[config.mk]
export PLATFORM = sky130hd
export DESIGN_NAME = ber_test_sequencer
export DESIGN_NICKNAME = d
export VERILOG_FILES = /design/src/rtl/ber_test_sequencer.sv
export SDC_FILE = /design/constraint.sdc
export NUM_CORES = 1
export LEC_CHECK = 0
export CAP_MARGIN = 25
export CELL_PAD_IN_SITES_DETAIL_PLACEMENT = 0
export CELL_PAD_IN_SITES_GLOBAL_PLACEMENT = 1
export CORE_UTILIZATION = 32
export DETAILED_ROUTE_END_ITERATION = 10
export PLACE_DENSITY = 0.78
export SLEW_MARGIN = 20
export SYNTH_ARGS = -nofsm -noshare
export SYNTH_HDL_FRONTEND = slang
export SYNTH_SLANG_ARGS = --single-unit
[constraint.sdc]
create_clock -name clock -period 5.1 [get_ports clock]
set_clock_uncertainty 0.05 [all_clocks]
set_input_delay 1.02 -clock clock [delete_from_list [all_inputs] [get_ports clock]]
set_output_delay 1.02 -clock clock [all_outputs]
set_load 0.02 [all_outputs]
[src/rtl/ber_test_sequencer.sv]
// Sequences one BER measurement over the I/Q counters: clear, phase search with
// timeout, windowed measurement, then a same-cycle snapshot of both channels plus verdict.
module ber_test_sequencer #(
  parameter int CLR_CYCLES = 4,
  parameter int TMO_W      = 32
) (
  input  logic             clock,
  input  logic             i_reset,
  input  logic             i_start,
  input  logic             i_abort,
  input  logic [63:0]      i_window_bits,
  input  logic [TMO_W-1:0] i_lock_timeout,
  input  logic [64:0]      i_err_limit,
  input  logic             i_phase_ok_i,
  input  logic             i_phase_ok_q,
  input  logic [63:0]      i_bits_i,
  input  logic [63:0]      i_errs_i,
  input  logic [63:0]      i_bits_q,
  input  logic [63:0]      i_errs_q,
  output logic             o_ber_reset,
  output logic             o_ber_enable,
  output logic             o_busy,
  output logic             o_done,
  output logic             o_timeout,
  output logic             o_pass,
  output logic [63:0]      o_bits_i_lat,
  output logic [63:0]      o_errs_i_lat,
  output logic [63:0]      o_bits_q_lat,
  output logic [63:0]      o_errs_q_lat,
  output logic [64:0]      o_errs_tot,
  output logic [2:0]       o_state
);

  typedef enum logic [2:0] {
    S_IDLE    = 3'd0,
    S_CLR     = 3'd1,
    S_SEARCH  = 3'd2,
    S_MEASURE = 3'd3,
    S_LATCH   = 3'd4,
    S_DONE    = 3'd5,
    S_FAIL    = 3'd6
  } state_t;

  state_t           r_state, w_next;
  logic [7:0]       r_clr_cnt;
  logic [TMO_W-1:0] r_tmo_cnt;
  logic [63:0]      r_window;
  logic [TMO_W-1:0] r_tmo_lim;
  logic [64:0]      r_err_lim;
  logic [63:0]      r_bits_i, r_errs_i, r_bits_q, r_errs_q;
  logic [64:0]      r_errs_tot;
  logic             r_pass;

  logic        w_start_ok, w_lock, w_win_met, w_sample;
  logic [64:0] w_sum;

  // Abort always beats a coincident start.
  assign w_start_ok = i_start && !i_abort;
  assign w_lock     = i_phase_ok_i && i_phase_ok_q;
  assign w_win_met  = (i_bits_i >= r_window) && (i_bits_q >= r_window);
  assign w_sum      = {1'b0, i_errs_i} + {1'b0, i_errs_q};
  assign w_sample   = (w_next == S_CLR) &&
                      (r_state == S_IDLE || r_state == S_DONE || r_state == S_FAIL);

  always_comb begin
    w_next = r_state;
    case (r_state)
      S_IDLE:    if (w_start_ok) w_next = S_CLR;
      S_CLR:
        if (i_abort)                             w_next = S_IDLE;
        else if (r_clr_cnt == 8'(CLR_CYCLES - 1)) w_next = S_SEARCH;
      S_SEARCH:
        if (i_abort)                     w_next = S_IDLE;
        else if (w_lock)                 w_next = S_MEASURE;
        else if (r_tmo_cnt == r_tmo_lim) w_next = S_FAIL;
      S_MEASURE:
        if (i_abort)        w_next = S_IDLE;
        else if (!w_lock)   w_next = S_FAIL;
        else if (w_win_met) w_next = S_LATCH;
      S_LATCH:   w_next = i_abort ? S_IDLE : S_DONE;
      S_DONE, S_FAIL:
        if (i_abort)         w_next = S_IDLE;
        else if (w_start_ok) w_next = S_CLR;
      default:   w_next = S_IDLE;
    endcase
  end

  always_ff @(posedge clock) begin
    if (i_reset) begin
      r_state    <= S_IDLE;
      r_clr_cnt  <= '0;
      r_tmo_cnt  <= '0;
      r_window   <= '0;
      r_tmo_lim  <= '0;
      r_err_lim  <= '0;
      r_bits_i   <= '0;
      r_errs_i   <= '0;
      r_bits_q   <= '0;
      r_errs_q   <= '0;
      r_errs_tot <= '0;
      r_pass     <= 1'b0;
    end else begin
      r_state   <= w_next;
      r_clr_cnt <= (r_state == S_CLR)    ? r_clr_cnt + 8'd1 : 8'd0;
      r_tmo_cnt <= (r_state == S_SEARCH) ? r_tmo_cnt + 1'b1 : '0;
      if (w_sample) begin
        r_window  <= i_window_bits;
        r_tmo_lim <= i_lock_timeout;
        r_err_lim <= i_err_limit;
      end
      // Single snapshot point so I and Q counts come from the same cycle.
      if (r_state == S_LATCH && !i_abort) begin
        r_bits_i   <= i_bits_i;
        r_errs_i   <= i_errs_i;
        r_bits_q   <= i_bits_q;
        r_errs_q   <= i_errs_q;
        r_errs_tot <= w_sum;
        r_pass     <= (w_sum <= r_err_lim);
      end
      if (w_next == S_FAIL) r_pass <= 1'b0;
    end
  end

  assign o_ber_reset  = (r_state == S_CLR);
  assign o_ber_enable = (r_state == S_SEARCH) || (r_state == S_MEASURE);
  assign o_busy       = (r_state == S_CLR) || (r_state == S_SEARCH) ||
                        (r_state == S_MEASURE) || (r_state == S_LATCH);
  assign o_done       = (r_state == S_DONE);
  assign o_timeout    = (r_state == S_FAIL);
  assign o_pass       = r_pass;
  assign o_bits_i_lat = r_bits_i;
  assign o_errs_i_lat = r_errs_i;
  assign o_bits_q_lat = r_bits_q;
  assign o_errs_q_lat = r_errs_q;
  assign o_errs_tot   = r_errs_tot;
  assign o_state      = r_state;

endmodule

==> impl_metrics.env, run 1 <==
export IMPL_drv_slew=0
export IMPL_syn_avg_cell_area_um2=8.04
export IMPL_drc_violation_total_after_the_first_tritonroute_iteration=1450
export IMPL_globalRouteMet3Util_pct=5.89
export IMPL_power_internal_mw=8.25
export IMPL_utilization_pct=48.3
export IMPL_initial_utilization_pct=32.3
export IMPL_synth_top_family_by_area="simple AND/OR/NAND/NOR gates"
export IMPL_timing_final_crit_period_ps=4870
export IMPL_post_synth_top_area_cell="sky130_fd_sc_hd__dfxtp_1"
export IMPL_io_pins=753
export IMPL_coreArea_um2=85100
export IMPL_finalHoldViolations=0
export IMPL_critPathKind="in2reg"
export IMPL_ffs_latches_synth=526
export IMPL_worst_setup_path_end_kind="flop"
export IMPL_ys_dominant_reg_cell="sky130_fd_sc_hd__dfxtp_1"
export IMPL_power_frac_seq_pct=37.0
export IMPL_p_sw_mw=3.18
export IMPL_synth_area_leaders="sky130_fd_sc_hd__dfxtp_1 (38%), sky130_fd_sc_hd__ha_1 (12%), sky130_fd_sc_hd__nand2_1 (9.8%), sky130_fd_sc_hd__a21oi_1 (8.1%), sky130_fd_sc_hd__mux2i_1 (6.0%)"
export IMPL_power_leakage_nw=15.9
export IMPL_layout_area_overhead_vs_synth_pct=49.5
export IMPL_share_of_synthesized_area_spent_on_multiplexers_pct=6.04
export IMPL_finalInstanceArea_um2=41100
export IMPL_part_of_the_total_power_dissipated_in_the_clock_network_pct=42.1
export IMPL_ys_seq_area_share_pct=38.3
export IMPL_number_of_buffers_created_by_cts=66
export IMPL_worst_slew_margin_rel_pct=34.2
export IMPL_timing_final_crit_share_pct=95.6
export IMPL_place_port_buffers=752
export IMPL_yosys_cell_types_count=68
export IMPL_asyncSetResetFlopFracSynth_pct=0
export IMPL_min_path_type="reg2reg"
export IMPL_insertion_delay_ps=610
export IMPL_maximum_number_of_pins_on_one_net_before_global_route_repair=159
export IMPL_max_freq_mhz=205
export IMPL_critPathRequiredTime_ps=5600
export IMPL_worst_setup_hold_path_clk_slew_ps=60
export IMPL_grt_usage_pct=25.4
export IMPL_cts_num_sinks=526
export IMPL_synth_top_area_share_pct=38.3
export IMPL_synth_edf_count=0
export IMPL_syn_cell_area_um2=27500
export IMPL_power_frac_comb_pct=20.9
export IMPL_global_route_wire_length_before_repair_um=166000
export IMPL_cts_tree="done"
export IMPL_synth_simple_gate_area_share_pct=19.2
export IMPL_grt_antenna_before_repair=21
export IMPL_grt_busiest_layer="met2"
export IMPL_maxCapViolCount=0
export IMPL_design_final_nets=5058
export IMPL_detail_route_first_pass_iterations=5
export IMPL_grt_ovfl_total=0
export IMPL_postRouteWirelength_um=116000
export IMPL_synth_top_cells_by_count="sky130_fd_sc_hd__nand2_1 (718), sky130_fd_sc_hd__dfxtp_1 (526), sky130_fd_sc_hd__a21oi_1 (448)"
export IMPL_floorplan_die_area_um2=87200
export IMPL_peakVddDrop_uv=222
export IMPL_syn_instance_count=3423
export IMPL_syn_nets=4106
export IMPL_post_dp_cell_area_um2=38200
export IMPL_avgViaCountPerCell=4.90
export IMPL_h_tree_depth=3
export IMPL_yosysWarnings=0
export IMPL_gr_usage_met2_pct=43.9
export IMPL_dieWidth_um=295
export IMPL_cts_buffer_depth=3
export IMPL_wl_per_cell_um=20.8
export IMPL_switching_share_pct=27.8
export IMPL_report_final_setup_viol=0
export IMPL_synth_xor_area_share_pct=4.07
export IMPL_post_synth_fa_ha_maj_area_fraction_pct=11.8
export IMPL_cp_arrival_ps=5380
export IMPL_status="finished, final reports clean"
export IMPL_synthMostInstantiatedCell="sky130_fd_sc_hd__nand2_1"
export IMPL_powerDensity_nw_per_um2=278
export IMPL_n_fill_cell=8400
export IMPL_place_hpwl_um=90900
export IMPL_synth_compound_area_share_pct=15.5
export IMPL_path_max_fanout=3
export IMPL_grt_pass1_vias=26300
export IMPL_post_route_cells_drive_above_1_share_pct=11.7
export IMPL_cts_root_buffer="sky130_fd_sc_hd__clkbuf_16"
export IMPL_vias=27400
export IMPL_num_rows=107
export IMPL_worstSetupStartpointType="input pin"
export IMPL_die_h_um=295
export IMPL_tightestPinTransition_ps=974
export IMPL_groute_layer_met1_usage_pct=30.4
export IMPL_ant_nets=0
export IMPL_post_route_drc_count=0
export IMPL_gp_routability_congestion=0.927
## stage by stage
stage / total power, mW / worst slack [ps] / hold WS (ps) / setup TNS (ps) / instances
2_1_floorplan: 5.44 / 12.4 / 376 / 0 / 3423
3_3_place_gp: 6.60 / -1140 / 391 / -1140 / 5436
3_5_place_dp: 6.61 / -1270 / 395 / -1270 / 5438
4_1_cts: 11.5 / 3.18 / 403 / 0 / 5560
5_1_grt: 11.9 / -14.2 / 416 / -14.2 / 5575
6_report: 11.4 / 226 / 400 / 0 / 5580
## cell usage in the layout, fill, tap and decap left out, drive strengths merged, types with 11 or more instances in the layout
| cell | instances |
|---|---|
| nand2 | 718 |
| clkdlybuf4s50 | 715 |
| dfxtp | 526 |
| a21oi | 449 |
| buf | 325 |
| nor2 | 285 |
| ha | 259 |
| mux2i | 166 |
| inv | 158 |
| o21ai | 98 |
| clkbuf | 97 |
| nand4 | 78 |
| xnor2 | 77 |
| a21o | 73 |
| nand3 | 53 |
| xor2 | 51 |
| dlymetal6s2s | 33 |
| nor3 | 24 |
| a31oi | 19 |
| o21a | 16 |
| diode | 14 |
| and3 | 14 |
| nor2b | 14 |
| or3 | 13 |
| a211oi | 13 |
| clkinv | 11 |
## timing repair
action / 4_1_cts / 5_1_grt
setup buffers: 7 / 7
hold buffers: 0 / 0
pin swaps: 18 / 35
setup endpoints to repair: 1 / 1
gates resized for setup: 28 / 111
## logic make-up (layout without fill, tap and decap cells)
kind of cell / after synthesis / after routing
flip-flops: 526 / 526
buffers and inverters: 347 / 1346
other: 0 / 14
AO/OA/AOI/OAI: 741 / 741
AND/OR/NAND/NOR: 1255 / 1255
XOR/XNOR: 128 / 128
multiplexers: 166 / 166
adder cells (fa/ha/maj): 260 / 260
## critical path: stages
cell	delay [ps]
sky130_fd_sc_hd__clkdlybuf4s50_1	480
sky130_fd_sc_hd__ha_1	350
sky130_fd_sc_hd__nand2_1	110
sky130_fd_sc_hd__o21ai_1	90
sky130_fd_sc_hd__a211oi_2	250
sky130_fd_sc_hd__o21ai_1	130
sky130_fd_sc_hd__buf_4	190
sky130_fd_sc_hd__o31ai_4	270
sky130_fd_sc_hd__o21ai_2	110
sky130_fd_sc_hd__buf_4	150
sky130_fd_sc_hd__a2111oi_0	390
sky130_fd_sc_hd__buf_4	190
sky130_fd_sc_hd__nor2_1	60
sky130_fd_sc_hd__ha_1	290
sky130_fd_sc_hd__nand4_1	100
sky130_fd_sc_hd__or3_4	360
sky130_fd_sc_hd__nor3_4	220
sky130_fd_sc_hd__nand3_2	110
sky130_fd_sc_hd__o31a_1	240
sky130_fd_sc_hd__o21ai_1	90
sky130_fd_sc_hd__o311a_1	180
## sequential cells by signal (all words and copies together), names as in the netlist, 8 cells and up
register,count
r_clr_cnt,8
r_tmo_lim,32
o_errs_q_lat,64
o_errs_i_lat,64
o_errs_tot,65
r_tmo_cnt,32
o_bits_i_lat,64
o_bits_q_lat,64
r_err_lim,65
r_window,64
## routing by layer
layer	vias up	routed length [um]	share of wire, %
met1	12800	48300	42
met4	16	4280	3.7
met2	721	56500	49
met3	209	7070	6.1
met5	-	123	0.11
li1	13600	-	-
## power groups by stage
stage / clock (mW) / combinational [mW] / sequential, mW
finish: 4.81 / 2.40 / 4.23
global route: 5.06 / 2.63 / 4.24
CTS: 4.92 / 2.34 / 4.23
detailed placement: 0 / 2.29 / 4.32
global placement: 0 / 2.28 / 4.32
floorplan: 0 / 1.14 / 4.31
## final timing paths
path	startpoint	slack [ps]	cells past startpoint	end
worst max-delay path	i_errs_i[19]	230	21	o_pass
worst min-delay path	o_errs_q_lat[43]	400	2	o_errs_q_lat[43]
worst max register to register	r_window[45]	1320	11	o_pass
worst min register to register	o_errs_q_lat[43]	400	2	o_errs_q_lat[43]
## layout make-up
| cell class | count | area, um2 | share of cell area (%) |
|---|---|---|---|
| Multi-Input combinational cell | 2550 | 16200 | 39.4 |
| Sequential cell | 526 | 10500 | 25.6 |
| Timing Repair Buffer | 1075 | 10100 | 24.7 |
| Clock buffer | 96 | 1940 | 4.71 |
| Tap cell | 1144 | 1430 | 3.48 |
| Inverter | 156 | 586 | 1.42 |
| Clock inverter | 19 | 256 | 0.623 |
| Antenna cell | 14 | 35.0 | 0.0852 |
Note: power is estimated with default switching activity, not from simulation.
==> run 2, diff against run 1 <==
CORE_MARGIN = 4   (was unset)
==> impl_metrics.env, run 2 (synthesis results as in run 1) <==
export IMPL_worst_setup_path_end_kind="flop"
export IMPL_final_common_cell="sky130_fd_sc_hd__clkdlybuf4s50_1"
export IMPL_h_tree_depth=2
export IMPL_layout_area_overhead_vs_synth_pct=48.5
export IMPL_critPathRequiredTime_ps=5630
export IMPL_drc_violation_total_after_the_first_tritonroute_iteration=1541
export IMPL_coreArea_um2=85300
export IMPL_cts_root_buffer="sky130_fd_sc_hd__clkbuf_16"
export IMPL_hold_path_cell_count=2
export IMPL_cp_arrival_ps=5480
export IMPL_gp_routability_congestion=0.901
export IMPL_n_fill_cell=8418
export IMPL_report_final_setup_viol=0
export IMPL_final_seq_area_um2=10500
export IMPL_grt_ovfl_total=0
export IMPL_post_cts_hold_buffer_count=0
export IMPL_place_hpwl_um=91800
export IMPL_multi_input_area_um2=16100
export IMPL_setup_total_negative_slack_ps=0
export IMPL_max_freq_mhz=202
export IMPL_utilization_pct=47.9
export IMPL_finalHoldViolations=0
export IMPL_io_pins=753
export IMPL_r2r_setup_slack_ps=1280
export IMPL_dieWidth_um=301
export IMPL_detail_route_first_pass_iterations=5
export IMPL_power_leakage_nw=15.6
export IMPL_design_final_nets=5046
export IMPL_cp_slowest_cell="sky130_fd_sc_hd__clkdlybuf4s50_1"
export IMPL_tightestPinTransition_ps=1050
export IMPL_vias=27400
export IMPL_status="finished, final reports clean"
export IMPL_finalInstanceArea_um2=40900
export IMPL_cts_tree="done"
export IMPL_worst_slew_margin_rel_pct=30.2
export IMPL_hold_path_endpoint="o_errs_i_lat[30]"
export IMPL_min_path_type="reg2reg"
export IMPL_rr_startpoint="r_window[45]"
export IMPL_commonest_non_fill_non_tap_cells_in_the_layout="sky130_fd_sc_hd__clkdlybuf4s50_1 (733), sky130_fd_sc_hd__nand2_1 (717), sky130_fd_sc_hd__dfxtp_1 (526), sky130_fd_sc_hd__a21oi_1 (434), sky130_fd_sc_hd__buf_4 (305)"
export IMPL_num_rows=107
export IMPL_source_of_the_worst_hold_timing_path="o_errs_i_lat[30]"
export IMPL_critPathKind="in2reg"
export IMPL_timing_final_crit_share_pct=97.0
export IMPL_path_max_fanout=3
export IMPL_cp_cell_sequence="clkdlybuf4s50_1 > ha_1 > a21oi_1 > o21bai_1 > a21oi_2 > a31oi_4 > buf_6 > nor3_2 > o21ai_1 > buf_4 > a31o_2 > a21oi_2 > xnor2_1 > ha_1 > nand4_1 > nor2_1 > nand2_1 > or3_4 > nor3_4 > nand3_2 > o31a_1 > o21ai_1 > o311a_1"
export IMPL_timing_final_crit_period_ps=4950
export IMPL_global_route_wire_length_before_repair_um=167000
export IMPL_ant_nets=0
export IMPL_drv_slew=0
export IMPL_critical_path_reg2reg_endpoint="o_pass"
export IMPL_post_route_drc_count=0
export IMPL_number_of_buffers_created_by_cts=61
export IMPL_grt_usage_pct=24.2
export IMPL_powerDensity_nw_per_um2=274
export IMPL_critical_path_max_stage_delay_ps=600
export IMPL_worst_setup_hold_path_clk_slew_ps=60
export IMPL_wl_per_cell_um=20.9
export IMPL_place_port_buffers=752
export IMPL_postRouteWirelength_um=117000
export IMPL_cts_buffer_depth=3
export IMPL_insertion_delay_ps=640
export IMPL_avgViaCountPerCell=4.92
export IMPL_post_dp_cell_area_um2=38000
export IMPL_placed_cells_incl_taps=5422
export IMPL_grt_antenna_before_repair=28
export IMPL_floorplan_die_area_um2=90800
export IMPL_die_h_um=301
export IMPL_worstSetupStartpointType="input pin"
export IMPL_maximum_number_of_pins_on_one_net_before_global_route_repair=198
export IMPL_post_route_cells_drive_above_1_share_pct=11.1
export IMPL_r2r_worst_path_cells=12
export IMPL_final_cell_count_no_fill=5575
export IMPL_cts_num_sinks=526
export IMPL_timing_critical_path_from="i_errs_q[10]"
export IMPL_grt_pass1_vias=26400
export IMPL_peakVddDrop_uv=305
export IMPL_maxCapViolCount=0
export IMPL_initial_utilization_pct=32.3
-- run 2: cell types whose count changed in the layout (fill, tap and decap cells not counted), moves of 6 or more --
cell                              before  now
sky130_fd_sc_hd__clkdlybuf4s50_1     715  733
sky130_fd_sc_hd__clkbuf_16            67   61
sky130_fd_sc_hd__ha_1                235  245
sky130_fd_sc_hd__buf_4               313  305
sky130_fd_sc_hd__clkbuf_1             14   20
sky130_fd_sc_hd__dlymetal6s2s_1       33   17
sky130_fd_sc_hd__ha_4                 22   12
-- run 2: area by class of cell --
class | count | share of cell area (%)
Multi-Input combinational cell | 2550 | 39.4
Sequential cell | 526 | 25.8
Timing Repair Buffer | 1068 | 24.6
Clock buffer | 96 | 4.42
Tap cell | 1144 | 3.50
Inverter | 156 | 1.43
Clock inverter | 18 | 0.716
Antenna cell | 17 | 0.104
-- run 2: worst max-delay path by stage --
stage                     cells after the start  endpoint
after floorplan                              21    o_pass
after global placement                       24    o_pass
after detailed placement                     24    o_pass
after CTS                                    23    o_pass
after global routing                         22    o_pass
final                                        23    o_pass
-- run 2: timing repair --
item / 4_1_cts / 5_1_grt
buffers inserted: 11 / 12
gates resized for setup: 31 / 83
pin swaps: 24 / 41
setup endpoints to repair: 1 / 1
-- run 2: power by group --
group          internal [mW]  leakage (nW)  switching (mW)
Combinational           1.21          10.4            1.16
Sequential              4.18          4.26          0.0455
Clock                   2.73          1.02            1.87
Total                   8.12          15.6            3.08
-- run 2: per-stage QoR --
step / power, mW / setup WS, ps / hold slack (ps)
4_1_cts: 11.3 / 1.72 / 404
6_report: 11.2 / 152 / 402
5_1_grt: 11.7 / -20.1 / 415
3_5_place_dp: 6.58 / -1190 / 395
3_3_place_gp: 6.57 / -1100 / 391
2_1_floorplan: 5.44 / 12.4 / 376
-- run 2: routing by layer --
layer	GRT usage [%]	part of all wire, %	vias up
li1	-	-	13600
met1	28.9	41	12900
met2	42.4	49	755
met3	6.41	7.0	180
met4	7.37	3.3	18
met5	0	0.10	-
-- run 2: worst max-delay path: cells and delay by family --
family | cells | cell delay (ps)
AOI/OAI and AO/OA | 10 | 1660
and+or+nand+nor | 7 | 1200
buffers and inverters | 3 | 900
adders and majority gates | 2 | 610
xor gates and xnor gates | 1 | 80
